$ cat src/rtl/binary_decoder_2to4_stream.sv
// binary_decoder_2to4_stream
//   Registered 2-to-4 binary decoder. Accepts 2-bit codes over a valid/ready
//   handshake, decodes them to one-hot words, buffers the words in a DEPTH-entry
//   FIFO and presents them downstream over a second valid/ready handshake.
//   Saturating per-line hit counters record every enabled decode.
//
// Parameters
//   DEPTH  output buffer entries (power of 2, >= 2)
//   CNT_W  width of each per-line hit counter
//
// Ports
//   clk        in   system clock, rising edge
//   rst        in   asynchronous active-high reset
//   din        in   [1:0] code to decode
//   din_en     in   decode enable; 0 decodes to 4'b0000
//   din_valid  in   din/din_en valid
//   din_ready  out  a code can be accepted this cycle
//   out        out  [3:0] one-hot word at the FIFO head (0 when empty)
//   out_valid  out  out holds a valid word
//   out_ready  in   downstream consumes out this cycle
//   clr_cnt    in   synchronous clear of all hit counters
//   cnt_sel    in   [1:0] selects the counter shown on cnt_out
//   cnt_out    out  [CNT_W-1:0] selected hit counter value
module binary_decoder_2to4_stream #(
    parameter int DEPTH = 2,
    parameter int CNT_W = 8
) (
    input  logic             clk,
    input  logic             rst,
    input  logic [1:0]       din,
    input  logic             din_en,
    input  logic             din_valid,
    output logic             din_ready,
    output logic [3:0]       out,
    output logic             out_valid,
    input  logic             out_ready,
    input  logic             clr_cnt,
    input  logic [1:0]       cnt_sel,
    output logic [CNT_W-1:0] cnt_out
);

    localparam int PTR_W = $clog2(DEPTH);
    localparam logic [PTR_W:0] C_DEPTH = (PTR_W + 1)'(DEPTH);

    logic [3:0]       r_mem [DEPTH];
    logic [PTR_W-1:0] r_wptr;
    logic [PTR_W-1:0] r_rptr;
    logic [PTR_W:0]   r_count;
    logic [CNT_W-1:0] r_cnt [4];

    logic       w_full;
    logic       w_empty;
    logic       w_push;
    logic       w_pop;
    logic [3:0] w_word;

    function automatic logic [3:0] decode(input logic [1:0] code, input logic en);
        return en ? (4'b0001 << code) : 4'b0000;
    endfunction

    function automatic logic [CNT_W-1:0] sat_inc(input logic [CNT_W-1:0] v);
        return (&v) ? v : v + 1'b1;
    endfunction

    assign w_full  = (r_count == C_DEPTH);
    assign w_empty = (r_count == '0);

    // Ready ignores a same-cycle pop: a full buffer never passes data through.
    assign din_ready = !w_full && !rst;
    assign out_valid = !w_empty;
    assign out       = w_empty ? 4'b0000 : r_mem[r_rptr];
    assign cnt_out   = r_cnt[cnt_sel];

    assign w_push = din_valid && din_ready;
    assign w_pop  = out_valid && out_ready;
    assign w_word = decode(din, din_en);

    // Storage carries no reset; out is masked while the buffer is empty.
    always_ff @(posedge clk) begin
        if (w_push) begin
            r_mem[r_wptr] <= w_word;
        end
    end

    always_ff @(posedge clk or posedge rst) begin
        if (rst) begin
            r_wptr  <= '0;
            r_rptr  <= '0;
            r_count <= '0;
        end else begin
            // Pointers are log2(DEPTH) wide, so the increment wraps modulo DEPTH.
            if (w_push) begin
                r_wptr <= r_wptr + 1'b1;
            end
            if (w_pop) begin
                r_rptr <= r_rptr + 1'b1;
            end
            case ({w_push, w_pop})
                2'b10:   r_count <= r_count + 1'b1;
                2'b01:   r_count <= r_count - 1'b1;
                default: r_count <= r_count;
            endcase
        end
    end

    // Clear takes priority over a counted push in the same cycle.
    always_ff @(posedge clk or posedge rst) begin
        if (rst) begin
            for (int i = 0; i < 4; i++) begin
                r_cnt[i] <= '0;
            end
        end else if (clr_cnt) begin
            for (int i = 0; i < 4; i++) begin
                r_cnt[i] <= '0;
            end
        end else if (w_push && din_en) begin
            r_cnt[din] <= sat_inc(r_cnt[din]);
        end
    end

endmodule

$ cat config.mk
export PLATFORM = sky130hd
export DESIGN_NAME = binary_decoder_2to4_stream
export DESIGN_NICKNAME = d
export VERILOG_FILES = /design/src/rtl/binary_decoder_2to4_stream.sv
export SDC_FILE = /design/constraint.sdc
export NUM_CORES = 1
export LEC_CHECK = 0
export ABC_AREA = 0
export CAP_MARGIN = 20
export CELL_PAD_IN_SITES_DETAIL_PLACEMENT = 0
export CELL_PAD_IN_SITES_GLOBAL_PLACEMENT = 2
export CORE_MARGIN = 5
export CORE_UTILIZATION = 39
export DETAILED_ROUTE_END_ITERATION = 8
export PLACE_DENSITY = 0.84
export SLEW_MARGIN = 40
export SYNTH_ARGS = -nofsm -noshare
export SYNTH_HDL_FRONTEND = slang
export SYNTH_SLANG_ARGS = --single-unit
export TNS_END_PERCENT = 50
$ cat constraint.sdc
create_clock -name clk -period 2.4 [get_ports clk]
set_input_delay 0.48 -clock clk [delete_from_list [all_inputs] [get_ports clk]]
set_output_delay 0.48 -clock clk [all_outputs]
set_load 0.01 [all_outputs]
Yosys cells after proc, flatten, opt, wreduce, memory -nomap -nowiden
Memory sizes are Yosys's and may differ from the RTL's.
Index checks and enable logic that the tools add are counted.
- add/subtract/negate cells: 5
- magnitude comparators: 3
- eq/ne operators: 3
- shifts and indexed selects: 1
- multiplexer cells: 17
- bitwise logic cells: 2
- reductions and logical operators: 12
- operators with widths (cell ; number):
    $mux W32 ; 2
    $mux W8 ; 6
    $bmux W8 S2 ; 2
    $bwmux W32 ; 1
    $demux W8 S2 ; 1
    $add A8 B1 Y8 const B ; 1
    $mux W4 ; 2
    $reduce_and A8 Y1 ; 1
    $ge A3 B3 Y1 const B ; 2
    $not A2 Y3 ; 2
    $logic_and A1 B1 Y1 ; 5
    $eq A2 B2 Y1 const B ; 2
    $pmux W2 S2 ; 1
    $reduce_bool A2 Y1 ; 2
    $shl A1 B2 Y4 const A ; 1
    $logic_not A1 Y1 ; 3
    $lt A3 B1 Y1 const B ; 1
    $add A1 B1 Y1 const B ; 2
    $add A2 B1 Y2 const B ; 1
    $eq A2 B1 Y1 const B ; 1
    $logic_not A2 Y1 ; 1
    $mux W1 ; 2
    $sub A2 B1 Y2 const B ; 1
- flip-flop bits (word level): 36
- memory bits (writable): 8
- input port bits: 10
- output and inout port bits: 14
- word-level logic and storage cells: 51
- memories kept: 1
- memory list (name ; depth ; width ; rd ports ; clocked after memory_dff ; wr ports ; line ; RTL):
    r_mem ; 2 ; 4 ; 1 ; 0 ; 1 ; 45 ; logic [3:0] r_mem [DEPTH];

Logic depth before layout (Yosys ltp)
Gate-level depths: netlist of the first run.
- depth in word-level cells: 9
- depth in mapped cells: 8

Least setup slack after synthesis of the first run
OpenSTA, ideal clock, no wires.
- path kind: input to register
- start point: in rst
- end point: reg r_cnt[14] in the netlist's numbering
- setup time: 0.140 ns
- data arrival time: 2.248 ns
- required time: 2.260 ns
- slack: 0.012 ns
- stages on the path: 5
- buffers on the path: 1
- path through: inv_1 > nand4_1 > clkbuf_1 > o21ai_0 > o32ai_1
- cells in the longest elaborated chain, start to end: 5
- RTL lines (element ; line ; RTL):
    start: declaration ; 29 ; input logic rst,
    $logic_not A1 Y1 (no line) ; -- ;
    $logic_and A1 B1 Y1 ; 69 ; assign din_ready = !w_full && !rst;
    $logic_and A1 B1 Y1 ; 74 ; assign w_push = din_valid && din_ready;
    $logic_and A1 B1 Y1 ; 116 ; end else if (w_push && din_en) begin
    $reduce_bool A2 Y1 (no line) ; -- ;
    end signal: indexed assignment ; 117 ; r_cnt[din] <= sat_inc(r_cnt[din]);
    end: declaration ; 49 ; logic [CNT_W-1:0] r_cnt [4];
No other way between the ends.
A chain may end at the register's enable or synchronous reset.

Worst setup path in the final report of the first run
- start point: in cnt_sel[1]
- end point: out cnt_out[5]
- cells in the longest elaborated chain, start to end: 4
- RTL lines (element ; line ; RTL):
    start: declaration ; 38 ; input logic [1:0] cnt_sel,
    $not A2 Y3 (not written as such) ; 72 ; assign cnt_out = r_cnt[cnt_sel];
    $bmux W8 S2 ; 72 ;
    $mux W8 (not written as such) (2 in a row) ; 72 ;
    end: declaration ; 39 ; output logic [CNT_W-1:0] cnt_out
No other way between the ends. The select of a mux whose other input is x is not followed.

==> results.sh, run 1 <==
export IMPL_area_growth_pct=27.7
export IMPL_dieArea_um2=8420
export IMPL_critPathMaxFanout=7
export IMPL_setup_viol=0
export IMPL_die_h_um=91.7
export IMPL_grt_max_degree=19
export IMPL_wl_met1_um=3110
export IMPL_fin_crit_ns=2.37
export IMPL_cts_buffers=5
export IMPL_coreArea_um2=6420
export IMPL_status="complete, no violations"
export IMPL_clock_latency_ns=0.30
export IMPL_rows=29
export IMPL_p_total_uw=2000
export IMPL_final_nets=292
export IMPL_cts_reportedPaths_clkPinSlew_ns=0.08
export IMPL_cts_hold_buffers_added=0
export IMPL_synth_ff_type="dfrtp_1"
export IMPL_io_buffers=23
export IMPL_path_class="input port to output pin"
export IMPL_routed_wl_um=7010
export IMPL_dr_wl_met2_um=3390
export IMPL_postRouteAntennaNets=0
export IMPL_vias_per_cell=6.08
export IMPL_drc_errors=0
export IMPL_max_freq_mhz=422
export IMPL_drt_iter0_drc=164
export IMPL_antenna_found_initial=0
export IMPL_initial_core_util_pct=40.6
export IMPL_hold_viol_final=0
export IMPL_synth_warning_count=0
export IMPL_cts_path_max_buffers=2
export IMPL_hold_ws_ns=0.493
export IMPL_max_slew_margin_rel_pct=65.1
export IMPL_synth_seq_cells=44
export IMPL_routed_top_layer="met4"
export IMPL_dr_wl_met3_um=351
export IMPL_grt_usage_pct=17.6
export IMPL_dr_pass1_iters=5
export IMPL_tritoncts="done"
export IMPL_vdd_drop_max_uv=221
export IMPL_timing_final_crit_share_pct=98.8
export IMPL_async_reset_ff_share_pct=81.8
export IMPL_vias=2177
export IMPL_post_synth_cell_area_avg_um2=11.7
export IMPL_synth_edf_count=8
export IMPL_skew_ns=0.00723
export IMPL_synth_cells=223
export IMPL_die_x_um=91.7
export IMPL_place_gp_congestion=0.907
export IMPL_boundaryPins=24
export IMPL_wl_per_cell_um=19.6
export IMPL_grt_pass1_wl_um=11700
export IMPL_tns_ns=0
export IMPL_worst_slew_pin_slew_ns=0.520
export IMPL_antennaDiodeCount=0
export IMPL_hpwl_um=5200
export IMPL_grt_pass1_vias=2256
export IMPL_post_cts_buffers=0
export IMPL_synth_nets=235
export IMPL_htreeDepth=2
export IMPL_root_buffer="clkbuf_8"
export IMPL_critPathRequiredTime_ns=1.92
export IMPL_cp_end_kind="output pin"
export IMPL_worst_slack_ns=0.0299
export IMPL_layout_drive_gt1_share_pct=28.5
export IMPL_p_per_area_nw_per_um2=601
export IMPL_maxCapViolCount=0
export IMPL_start_kind="input port"
export IMPL_yosysUniqueCellTypes=50
export IMPL_dpl_worst_slack_ns=-0.331
export IMPL_leakage_uw=0.00134
export IMPL_yosysSeqAreaShare_pct=43.8
export IMPL_fin_util_pct=51.8
export IMPL_slew_violations=0
export IMPL_grt_overflow=0
export IMPL_syn_cell_area_um2=2610
export IMPL_arrival_ns=1.89
export IMPL_min_path_type="register to register"
export IMPL_rsz0062_at_grt="false"
export IMPL_cts_sinks=44
-- synth_stat cells (2+ instances only) --
cell        n  share of area [%]
nor3_1      4               0.77
o211ai_1   12                3.5
nor2_1     13                1.9
edfxtp_1    8                9.2
or2_2       2               0.48
buf_6       2               0.86
xnor2_1     4                1.3
mux2i_1     4                1.5
a21oi_1     5               0.96
a32o_1      4                1.5
a22o_1      8                2.7
o32ai_1     8                2.7
xor2_1      2               0.67
nand2_1     8                1.2
nand2b_1    3               0.72
ha_1        2               0.96
mux4_2     16                 14
o21ai_0     3               0.58
nand4_1     9                2.2
clkbuf_1    8                1.2
inv_1      12                1.7
nor2b_1     4               0.96
nand3_1     6                1.2
and4_1      3                1.0
buf_2       3               0.58
o2bb2ai_1   4                1.3
a21o_1      2               0.58
dfrtp_1    36                 35
o2111ai_1   4                1.3
o31ai_1     4                1.2
-- path summary, 6_finish.rpt --
check                            from    endpoint  slack [ns]  cells past startpoint
max reg2reg                 r_cnt[17]   r_cnt[23]        0.40                      5
max                        cnt_sel[1]  cnt_out[5]        0.03                      4
min                            r_wptr      r_wptr        0.49                      1
min in group asynchronous         rst      r_wptr        0.51                      3
max in group asynchronous         rst    r_cnt[4]        1.47                      4
min reg2reg                    r_wptr      r_wptr        0.49                      1
-- power by group --
part           total [uW]  switching (uW)  leakage (uW)  internal, uW
clock                 672             256     0.0000654           416
sequential            868            49.4      0.000568           818
combinational         460             222      0.000710           239
-- metrics by stage --
step,area (um^2),cells
CTS,3330,358
finish,3330,358
detailed placement,3190,350
global route,3330,358
global placement,3190,350
floorplan,2610,223
-- metal layers --
metal,up-vias,track usage [%]
met5,-,0
met4,0,6.56
met3,17,3.11
met2,66,28.4
met1,1089,23.9
li1,1005,-
-- sequential cells by signal (all words and copies together) (netlist names) --
signal and flops:
r_cnt 32, r_mem 8, r_count 2, r_rptr 1
r_wptr 1
-- cell usage in the layout (no fill, tap or decap), drive strengths merged, types with 5 or more instances in the layout --
cell type	count
o32ai	8
o211ai	12
nand3	7
buf	42
dfrtp	36
clkdlybuf4s15	6
clkdlybuf4s50	14
nand4	10
nor3	5
inv	12
a21oi	5
nor2	13
clkbuf	8
nand2	8
a22o	8
edfxtp	8
mux4	16
-- worst max-delay path, cell delays in order --
cell	delay (ns)
clkdlybuf4s50_1	0.50
buf_12	0.15
mux4_2	0.49
clkdlybuf4s15_1	0.26
-- cells by family (layout without fill, tap and decap cells) --
kind of cell,after synthesis,in the layout,share of synthesized area (%)
AOI/OAI and AO/OA,60,60,18.4
xor gates and xnor gates,6,6,2.02
adders and majority gates,2,2,0.960
buffers and inverters,27,85,4.75
DFF,44,44,43.8
muxes,20,20,15.4
and+or+nand+nor,64,64,14.7
-- cell type report --
| cell class | instances | area, um^2 |
|---|---|---|
| Clock buffer | 6 | 72.6 |
| Clock inverter | 2 | 60.1 |
| Fill cell | 561 | 3100 |
| Inverter | 12 | 45.0 |
| Multi-Input combinational cell | 152 | 1350 |
| Sequential cell | 44 | 1140 |
| Tap cell | 77 | 96.3 |
| Timing Repair Buffer | 65 | 559 |
-- what timing repair did --
item	CTS	global route
endpoints found under the hold margin	0	0
resized for setup	16	4
endpoints found under the setup margin	11	4
Note: power is estimated with default switching activity, not from simulation.
==> run 2: changes to the inputs <==
--- a/config.mk
+++ b/config.mk
@@ -13,6 +13,8 @@
 export CORE_UTILIZATION = 39
 export DETAILED_ROUTE_END_ITERATION = 8
 export PLACE_DENSITY = 0.84
+export SKIP_CTS_REPAIR_TIMING = 1
+export SKIP_LAST_GASP = 1
 export SLEW_MARGIN = 40
 export SYNTH_ARGS = -nofsm -noshare
 export SYNTH_HDL_FRONTEND = slang
==> results.sh, run 2 (same netlist as run 1, synthesis figures left out) <==
export IMPL_critPathMaxFanout=7
export IMPL_mostFrequentLayoutCell="buf_4"
export IMPL_die_x_um=91.7
export IMPL_largest_reg_flops=32
export IMPL_slew_violations=0
export IMPL_drc_errors=0
export IMPL_start_kind="input port"
export IMPL_antennaDiodeCount=0
export IMPL_fin_area_um2=3360
export IMPL_min_path_type="register to register"
export IMPL_max_freq_mhz=435
export IMPL_hpwl_um=5200
export IMPL_setup_viol=0
export IMPL_r2r_cells=5
export IMPL_vdd_drop_max_uv=221
export IMPL_root_buffer="clkbuf_8"
export IMPL_vias=2159
export IMPL_vias_per_cell=6.03
export IMPL_skew_ns=0.00489
export IMPL_antenna_found_initial=0
export IMPL_dpl_cell_area_um2=3190
export IMPL_clock_latency_ns=0.29
export IMPL_area_growth_pct=28.9
export IMPL_fin_crit_ns=2.30
export IMPL_grt_overflow=0
export IMPL_timing_final_crit_share_pct=95.7
export IMPL_critPathRequiredTime_ns=1.92
export IMPL_largest_registers="r_cnt x32, r_mem x8, r_count x2"
export IMPL_rows=29
export IMPL_coreArea_um2=6420
export IMPL_drt_iter0_drc=205
export IMPL_grt_usage_pct=17.6
export IMPL_htreeDepth=2
export IMPL_grt_pass1_vias=2259
export IMPL_maxCapViolCount=0
export IMPL_postRouteAntennaNets=0
export IMPL_layout_drive_gt1_share_pct=27.8
export IMPL_path_class="input port to output pin"
export IMPL_boundaryPins=24
export IMPL_die_h_um=91.7
export IMPL_final_cell_mix="buf_4 (40), dfrtp_1 (36), mux4_2 (16)"
export IMPL_status="complete, no violations"
export IMPL_grt_pass1_wl_um=11700
export IMPL_final_nets=292
export IMPL_max_slew_margin_rel_pct=68.0
export IMPL_cts_buffers=5
export IMPL_tns_ns=0
export IMPL_wl_per_cell_um=19.6
export IMPL_cp_end_kind="output pin"
export IMPL_cts_path_max_buffers=2
export IMPL_routed_wl_um=7010
export IMPL_leakage_uw=0.00149
export IMPL_nFillCells=560
export IMPL_place_gp_congestion=0.907
export IMPL_hold_ws_ns=0.494
export IMPL_top_register="r_cnt"
export IMPL_rsz0062_at_grt="false"
export IMPL_p_per_area_nw_per_um2=595
export IMPL_arrival_ns=1.82
export IMPL_cts_sinks=44
export IMPL_hold_depth=1
export IMPL_dr_pass1_iters=4
export IMPL_dieArea_um2=8420
export IMPL_initial_core_util_pct=40.6
export IMPL_grt_max_degree=19
export IMPL_tritoncts="done"
export IMPL_hold_viol_final=0
export IMPL_cts_reportedPaths_clkPinSlew_ns=0.08
export IMPL_io_buffers=23
export IMPL_worst_slew_pin_slew_ns=0.476
-- run 2: report_power, final --
part / internal, uW / switching [uW] / total [uW] / leakage (uW)
combinational: 239 / 221 / 460 / 0.000856
sequential: 818 / 49.3 / 867 / 0.000568
clock: 416 / 254 / 670 / 0.0000654
-- run 2: critical path: stages --
cell	delay [ns]
clkdlybuf4s50_1	0.50
buf_12	0.15
mux4_2	0.49
dlymetal6s2s_1	0.18
-- run 2: metal layers --
layer | up-vias | global-route usage (%) | share of wire [%]
li1 | 1003 | - | -
met5 | - | 0 | 0
met1 | 1083 | 24.0 | 45
met2 | 57 | 28.4 | 48
met4 | 0 | 6.56 | 1.9
met3 | 16 | 3.11 | 5.2
-- run 2: final timing paths --
check                           start    endpoint  slack, ns
setup / recovery           cnt_sel[1]  cnt_out[3]       0.10
hold / removal                 r_wptr      r_wptr       0.49
setup reg to reg            r_cnt[17]   r_cnt[23]       0.39
hold reg to reg                r_wptr      r_wptr       0.49
max in group asynchronous         rst    r_cnt[4]       1.47
min in group asynchronous         rst      r_rptr       0.51
-- run 2: area by class of cell --
class | count | area, um^2 | share of cell area, %
multi-input cells | 152 | 1350 | 40.2
clock buffers | 6 | 72.6 | 2.16
repair buffers | 65 | 593 | 17.7
well taps | 77 | 96.3 | 2.87
clock inverters | 2 | 60.1 | 1.79
flip-flops and latches | 44 | 1140 | 34.0
inverters | 12 | 45.0 | 1.34
-- run 2: per-stage QoR --
stage	total power (uW)	instances	util, %	setup WS (ns)
floorplan	1140	223	-	0.0123
global placement	1350	350	49.7	-0.280
detailed placement	1350	350	49.7	-0.331
CTS	2010	358	51.8	-0.231
global route	2080	358	52.3	0.0582
finish	2000	358	52.3	0.102
